`src/rtl/apple2_mem_seq.sv`:
```
// Sequences CPU and video accesses onto one shared 17-bit external RAM port.
// Decodes CPU regions: I/O, ROM reads and unmapped card writes finish without a memory cycle.
module apple2_mem_seq (
    input  logic        mclk28,
    input  logic        reset_in,
    input  logic        cpu_strobe,
    input  logic [15:0] cpu_addr,
    input  logic [15:0] ram_addr,
    input  logic        aux,
    input  logic        we,
    input  logic [7:0]  cpu_din,
    input  logic        card_ram_we,
    input  logic        card_ram_rd,
    input  logic        video_strobe,
    input  logic [16:0] video_addr,
    output logic        mem_req,
    output logic [16:0] mem_addr,
    output logic        mem_we,
    output logic [7:0]  mem_wdata,
    input  logic        mem_ack,
    input  logic [7:0]  mem_rdata,
    output logic [7:0]  cpu_dout,
    output logic        cpu_done,
    output logic        cpu_rom,
    output logic [7:0]  video_dout,
    output logic        video_done,
    output logic        overrun_err
);

    typedef enum logic [1:0] {
        ST_IDLE,
        ST_CPU_ACC,
        ST_VID_ACC,
        ST_GAP
    } state_t;

    typedef struct packed {
        logic        pend;
        logic [16:0] addr;
        logic        we;
        logic [7:0]  wdata;
    } cpu_slot_t;

    typedef struct packed {
        logic        pend;
        logic [16:0] addr;
    } vid_slot_t;

    state_t      state_q, state_d;
    cpu_slot_t   cslot_q, cslot_d;
    vid_slot_t   vslot_q, vslot_d;

    logic        mem_req_q, mem_req_d;
    logic [16:0] mem_addr_q, mem_addr_d;
    logic        mem_we_q, mem_we_d;
    logic [7:0]  mem_wdata_q, mem_wdata_d;
    logic [7:0]  cpu_dout_q, cpu_dout_d;
    logic [7:0]  video_dout_q, video_dout_d;
    logic        cpu_done_q, cpu_done_d;
    logic        video_done_q, video_done_d;
    logic        cpu_rom_q, cpu_rom_d;
    logic        overrun_q, overrun_d;

    logic        reg_io, reg_hi;
    logic        cpu_needs_ram, cpu_is_rom;
    logic        cpu_accept, vid_accept;
    logic        strobe_drop;

    // Region decode on the untranslated CPU address.
    always_comb begin
        reg_io        = (cpu_addr >= 16'hC000) && (cpu_addr < 16'hD000);
        reg_hi        = (cpu_addr >= 16'hD000);
        cpu_is_rom    = reg_hi && !we && !card_ram_rd;
        cpu_needs_ram = 1'b1;
        if (reg_io) begin
            cpu_needs_ram = 1'b0;
        end else if (reg_hi) begin
            cpu_needs_ram = we ? card_ram_we : card_ram_rd;
        end
    end

    // A slot stays busy until its ack edge, so a strobe in the ack cycle is dropped.
    assign cpu_accept  = cpu_strobe && !cslot_q.pend;
    assign vid_accept  = video_strobe && !vslot_q.pend;
    assign strobe_drop = (cpu_strobe && cslot_q.pend) || (video_strobe && vslot_q.pend);

    always_comb begin
        state_d      = state_q;
        cslot_d      = cslot_q;
        vslot_d      = vslot_q;
        mem_req_d    = mem_req_q;
        mem_addr_d   = mem_addr_q;
        mem_we_d     = mem_we_q;
        mem_wdata_d  = mem_wdata_q;
        cpu_dout_d   = cpu_dout_q;
        video_dout_d = video_dout_q;
        cpu_done_d   = 1'b0;
        video_done_d = 1'b0;
        cpu_rom_d    = cpu_rom_q;
        overrun_d    = overrun_q | strobe_drop;

        case (state_q)
            ST_IDLE: begin
                if (vslot_q.pend) begin
                    state_d     = ST_VID_ACC;
                    mem_req_d   = 1'b1;
                    mem_addr_d  = vslot_q.addr;
                    mem_we_d    = 1'b0;
                    mem_wdata_d = 8'h00;
                end else if (cslot_q.pend) begin
                    state_d     = ST_CPU_ACC;
                    mem_req_d   = 1'b1;
                    mem_addr_d  = cslot_q.addr;
                    mem_we_d    = cslot_q.we;
                    mem_wdata_d = cslot_q.wdata;
                end
            end
            ST_CPU_ACC: begin
                if (mem_ack) begin
                    state_d      = ST_GAP;
                    mem_req_d    = 1'b0;
                    cslot_d.pend = 1'b0;
                    cpu_done_d   = 1'b1;
                    if (!cslot_q.we) begin
                        cpu_dout_d = mem_rdata;
                    end
                end
            end
            ST_VID_ACC: begin
                if (mem_ack) begin
                    state_d      = ST_GAP;
                    mem_req_d    = 1'b0;
                    vslot_d.pend = 1'b0;
                    video_done_d = 1'b1;
                    video_dout_d = mem_rdata;
                end
            end
            ST_GAP: begin
                state_d = ST_IDLE;
            end
            default: begin
                state_d   = ST_IDLE;
                mem_req_d = 1'b0;
            end
        endcase

        // Accesses without a memory cycle complete here and never touch the FSM.
        if (cpu_accept) begin
            cpu_rom_d = cpu_is_rom;
            if (cpu_needs_ram) begin
                cslot_d.pend  = 1'b1;
                cslot_d.addr  = {aux, ram_addr};
                cslot_d.we    = we;
                cslot_d.wdata = cpu_din;
            end else begin
                cpu_done_d = 1'b1;
            end
        end

        if (vid_accept) begin
            vslot_d.pend = 1'b1;
            vslot_d.addr = video_addr;
        end
    end

    always_ff @(posedge mclk28) begin
        if (reset_in) begin
            state_q      <= ST_IDLE;
            cslot_q      <= '0;
            vslot_q      <= '0;
            mem_req_q    <= 1'b0;
            mem_addr_q   <= '0;
            mem_we_q     <= 1'b0;
            mem_wdata_q  <= '0;
            cpu_dout_q   <= '0;
            video_dout_q <= '0;
            cpu_done_q   <= 1'b0;
            video_done_q <= 1'b0;
            cpu_rom_q    <= 1'b0;
            overrun_q    <= 1'b0;
        end else begin
            state_q      <= state_d;
            cslot_q      <= cslot_d;
            vslot_q      <= vslot_d;
            mem_req_q    <= mem_req_d;
            mem_addr_q   <= mem_addr_d;
            mem_we_q     <= mem_we_d;
            mem_wdata_q  <= mem_wdata_d;
            cpu_dout_q   <= cpu_dout_d;
            video_dout_q <= video_dout_d;
            cpu_done_q   <= cpu_done_d;
            video_done_q <= video_done_d;
            cpu_rom_q    <= cpu_rom_d;
            overrun_q    <= overrun_d;
        end
    end

    assign mem_req     = mem_req_q;
    assign mem_addr    = mem_addr_q;
    assign mem_we      = mem_we_q;
    assign mem_wdata   = mem_wdata_q;
    assign cpu_dout    = cpu_dout_q;
    assign video_dout  = video_dout_q;
    assign cpu_done    = cpu_done_q;
    assign video_done  = video_done_q;
    assign cpu_rom     = cpu_rom_q;
    assign overrun_err = overrun_q;

endmodule

```
`config.mk`:
```
export PLATFORM = sky130hd
export DESIGN_NAME = apple2_mem_seq
export DESIGN_NICKNAME = d
export VERILOG_FILES = /design/src/rtl/apple2_mem_seq.sv
export SDC_FILE = /design/constraint.sdc
export NUM_CORES = 1
export LEC_CHECK = 0
export CORE_UTILIZATION = 42
export CTS_CLUSTER_DIAMETER = 200
export DETAILED_ROUTE_END_ITERATION = 10
export HOLD_SLACK_MARGIN = 0.03
export PLACE_DENSITY = 0.8
export SLEW_MARGIN = 10
export SYNTH_ARGS = -nofsm -noshare
export SYNTH_HDL_FRONTEND = slang
export SYNTH_SLANG_ARGS = --single-unit
```
`constraint.sdc`:
```
create_clock -name mclk28 -period 1.5 [get_ports mclk28]
set_clock_uncertainty 0.1 [all_clocks]
set_input_delay 0.3 -clock mclk28 [delete_from_list [all_inputs] [get_ports mclk28]]
set_output_delay 0.3 -clock mclk28 [all_outputs]
set_load 0.05 [all_outputs]
```
# --- Word-level counts from Yosys, hierarchy flattened ---
# Cells that the tools add are included.
op_classes:
  magnitude_cmp: 3
  eq_ne: 5
  mux: 27
  n_bitwise: 3
  n_reduce_logical: 26
ops:
  columns: ["operator", "count"]
  rows:
  - ["two-way mux 27 bit", 2]
  - ["two-way mux 17 bit", 2]
  - ["greater-or-equal comparator 16 bit (second input constant)", 2]
  - ["two-way mux 18 bit", 1]
  - ["< comparator 16 bit (second input constant)", 1]
  - ["two-way mux 8 bit", 2]
  - ["two-way mux 1 bit", 15]
  - ["AND reduction 2 bit", 5]
  - ["nonzero test 2 bit", 4]
  - ["logical AND 1 bit", 7]
  - ["two-way mux 2 bit", 3]
  - ["case mux 2 bit (3 select lines)", 1]
  - ["AND reduction 3 bit", 2]
  - ["== test 2 bit (second input constant)", 2]
  - ["zero test 1 bit", 4]
  - ["OR reduction 2 bit", 2]
  - ["!= test 3 bit (second input constant)", 1]
  - ["== test 2 x 1 -> 1 bit (second input constant)", 1]
  - ["zero test 2 bit", 1]
  - ["!= test 2 x 1 -> 1 bit (second input constant)", 1]
  - ["NOT 1 bit", 2]
  - ["case mux 1 bit (2 select lines)", 1]
  - ["logical OR 1 bit", 1]
  - ["bitwise OR 1 bit", 1]
word_totals:
  register_bits: 94
  inputBits: 74
  out_inout_bits: 47
  wordCells: 81

# --- Logic depth before layout (Yosys ltp) ---
# Gate-level depths: netlist (run 1).
depth:
  word_depth: 5
  ltp_mapped: 7
  mapped_depth_nobuf: 6

# --- Worst setup path before layout (run 1) ---
# OpenSTA, ideal clock, no wires.
synth_path:
  kind: "register to register"
  from: "register state_q[0]"
  to: "register state_q[1]"
  setup_time_ns: 0.091
  arrival_time_ns: 1.363
  required_time_ns: 1.309
  setup_slack_ns: -0.054
  path_stages_with_launch: 7
  path_buffers: 0
  period_less_slack_ns: 1.554
  cell_sequence: "dfxtp_1 inv_1 ha_1 nor2b_1 a21oi_1 nor2_1 a311oi_1"
synth_via:
  elab_chain_len: 4
synth_rtl:
  columns: ["item", "line", "rtl"]
  rows:
  - ["start: declaration", "49", "state_t state_q, state_d;"]
  - ["start signal: assignment", "182", "state_q <= state_d;"]
  - ["== test 2 bit / == test 2 x 1 -> 1 bit (equally long branches)", "102", "case (state_q)"]
  - ["OR reduction 2 bit (no source line)", null, null]
  - ["!= test 2 x 1 -> 1 bit (no source line)", null, null]
  - ["AND reduction 2 bit (no source line)", null, null]
# Parallel ways exist; a longest one is shown, timed or not.
# A chain may end at the register's enable or synchronous reset.

# --- Worst setup path after layout (run 1) ---
layout_path:
  from: "register state_q[1]"
  to: "register mem_addr_q[6], in the netlist mem_addr[6]"
layout_via:
  elab_chain_len: 2
layout_rtl:
  columns: ["item", "line", "rtl"]
  rows:
  - ["zero test 2 bit", "102", null]
  - ["AND reduction 2 bit (no source line)", null, null]
  - ["end signal: assignment", "186", "mem_addr_q <= mem_addr_d;"]
  - ["end: declaration", "54", "logic [16:0] mem_addr_q, mem_addr_d;"]
# Every way passes these cells.

==> results_dict.tcl, run 1 <==
set metrics [dict create \
    diodes 0 \
    clkLatencyLatePin_ns 0.34 \
    grt_pass1_vias 3355 \
    min_from "reset_in" \
    rows 34 \
    drc 12 \
    grt_pass1_wl_um 15630 \
    cap_violations 0 \
    synth_seq_cells 94 \
    yosysMostFrequentCell "dfxtp_1" \
    synthArstFlopShare 0 \
    violations "DRC" \
    place_area_um2 5658 \
    overflow 0 \
    synth_cell_types 26 \
    place_congestion 0.8065 \
    power.leakage_nw 2.439 \
    ys_warn_count 0 \
    hold_depth 2 \
    yosys.area_share.simple 0.2289 \
    syn2layout_area_growth_pct 60.73 \
    hold_path_end "video_dout[3]" \
    nets 639 \
    fin_cells 674 \
    drive_gt1_frac 0.2332 \
    cts_inserted_buffers 9 \
    reg2reg_depth 6 \
    start_util 0.4363 \
    clock_path_buffers 2 \
    synth_top_family_by_area "simple AND/OR/NAND/NOR gates" \
    synth_edf_count 0 \
    synth_compound_area_frac 0.1159 \
    wirelength_um 9984 \
    final_hold_viol_count 0 \
    core_area_um2 8806 \
    utilization 0.7013 \
    r2r_end "mem_addr[6]" \
    routed_via_density 5.042 \
    synthAdderAreaFrac 0.01303 \
    grt_max_degree 54 \
    synth_flop_cell "dfxtp_1" \
    dieArea_um2 9536 \
    synth_mux_area_frac 0.1146 \
    drtPass1Iterations 8 \
    wire_per_inst_um 14.81 \
    pwr_density_cell_nw_per_um2 1418 \
    slew_headroom 0.7980 \
    cts_max_level 3 \
    finalSetupViolCount 0 \
    syn_nets 507 \
    synth_top_cells_by_area "dfxtp_1 (49%), mux2i_1 (11%), nand2b_1 (9.0%)" \
    critPathCaptureType "flip-flop" \
    dp_hpwl_um 6653 \
    dpl.cell_count 644 \
    crit_fanout 8 \
    critPathLaunchType "flip-flop" \
    drt-initial-drc-count 146 \
    power_w 0.008757 \
    drv_slew 0 \
    dieWidth_um 97.65 \
    root_buffer "clkbuf_8" \
    fin_crit_sh 0.9712 \
    die_y_um 97.65 \
    reg2reg_from "state_q[1]" \
    worstSetupPathType "flip-flop to flip-flop" \
    yosysSeqAreaShare 0.4897 \
    worstPathArrival_ns 1.61 \
    syn_area_um2 3842 \
    yosysTopAreaCell "dfxtp_1" \
    pin_count 121 \
    tightestPinTransition_ns 0.3024 \
    irDropWorstVdd_mv 0.6288 \
    cts_tree "built" \
    avgSynthCellArea_um2 8.957 \
    r2r_slack_ns 0.04 \
    antenna_found_initial 0 \
    hold_path.class "primary input to flip-flop" \
    min_period_ns 1.457 \
    worstPathRequired_ns 1.66 \
    io_buffers 108 \
    dp_slack_ns -0.8678 \
    synth_cells 429 \
    max_freq_mhz 686.4 \
    synth_xor_area_frac 0 \
    vias 3398 \
    track_usage 0.2045 \
    ant_nets 0 \
    status "finished with violations" \
    rsz0062_at_grt "true" \
    clk_pin_slew_ns 0.09 \
    post-route-cell-area_um2 6176 \
    setup_slack_ns 0.04318 \
    clkSinkCount 94 \
    synth_top_area_frac 0.4897 \
    synth_common_cells "dfxtp_1 (94), nand2_1 (71), nand2b_1 (55), a21oi_1 (47), mux2i_1 (44)" \
]
metal layers:
metal / vias to the layer above / share of wire / GRT usage
met5: - / 0 / 0
met4: 0 / 0.029 / 0.08392
met3: 21 / 0.046 / 0.04101
met2: 102 / 0.50 / 0.3590
met1: 1590 / 0.42 / 0.2428
li1: 1685 / - / -
registers in the layout (all words and copies together), names as in the netlist:
| signal | count |
|---|---|
| cpu_rom | 1 |
| cpu_done | 1 |
| mem_wdata | 8 |
| mem_we | 1 |
| state_q | 2 |
| cpu_dout | 8 |
| cslot_q | 27 |
| overrun_err | 1 |
| video_done | 1 |
| mem_addr | 17 |
| mem_req | 1 |
| video_dout | 8 |
| vslot_q | 18 |
cells by family after synthesis:
kind of cell	Yosys count
mux	44
simple gates	182
flops	94
fa+ha+maj	4
compound gates	72
buf+inv	33
placed cells by master (no fill, tap or decap), types with 3 or more instances in the layout:
cell type / instances
nor2_1: 36
buf_4: 27
clkbuf_1: 3
clkdlybuf4s50_1: 54
a21oi_1: 44
buf_6: 7
clkbuf_8: 10
inv_2: 3
nand2_1: 70
dlygate4sd2_1: 5
nor2_4: 3
dfxtp_2: 3
buf_12: 52
a211oi_2: 4
nor3b_1: 8
nand2b_1: 54
nor2_2: 3
mux2i_1: 44
ha_1: 3
dfxtp_1: 90
a211oi_1: 14
worst max-delay path, cell delays in order, from the launching register on:
cell       delay [ns]
dfxtp_2          0.33
inv_2            0.08
ha_4             0.15
nor2b_4          0.25
clkbuf_16        0.21
nor2_1           0.04
a211oi_1         0.21
through the flow:
step / hold slack (ns) / TNS [ns]
global placement: 0.3432 / -22.28
detailed placement: 0.3482 / -26.26
global route: 0.1466 / -0.04943
finish: 0.1413 / 0
CTS: 0.1351 / 0
floorplan: 0.3360 / 0
worst max-delay path by stage:
stage                            start      endpoint  slack (ns)  depth (start not counted)
after floorplan             state_q[0]  mem_addr[10]        0.01                          6
after global placement    cpu_addr[13]   cslot_q[15]       -0.73                          5
after detailed placement  cpu_addr[13]   cslot_q[11]       -0.87                          5
after CTS                 cpu_addr[13]   cslot_q[13]       0.006                          7
after global routing       cslot_q[26]   cslot_q[18]       -0.04                          6
final                       state_q[1]   mem_addr[6]        0.04                          6
power breakdown:
group,switching (W),internal (W)
clock,0.000810,0.000988
combinational,0.00187,0.00190
sequential,0.000327,0.00286
total,0.00301,0.00575
cell type report:
class / instances / area [um2]
repair buffers: 149 / 1984
flip-flops and latches: 94 / 1889
fillers: 651 / 2630
clock inverters: 3 / 67.56
inverters: 3 / 11.26
clock buffers: 13 / 148.9
multi-input cells: 304 / 1939
well taps: 108 / 135.1
repair_timing:
item / CTS / global route
gates resized for setup: 25 / 19
hold buffers: 0 / 0
cloned: 2 / 2
buffers inserted: 9 / 1
pin swaps: 6 / 1
endpoints found under the setup margin: 47 / 58
Power figures use the tool's default switching activity.
==> inputs of run 2 (changes only) <==
Settings changed: HOLD_SLACK_MARGIN 0.03 to 0.06.
==> results of run 2 <==
Same layout as run 1: the final DEF is identical, and so are final timing and power.
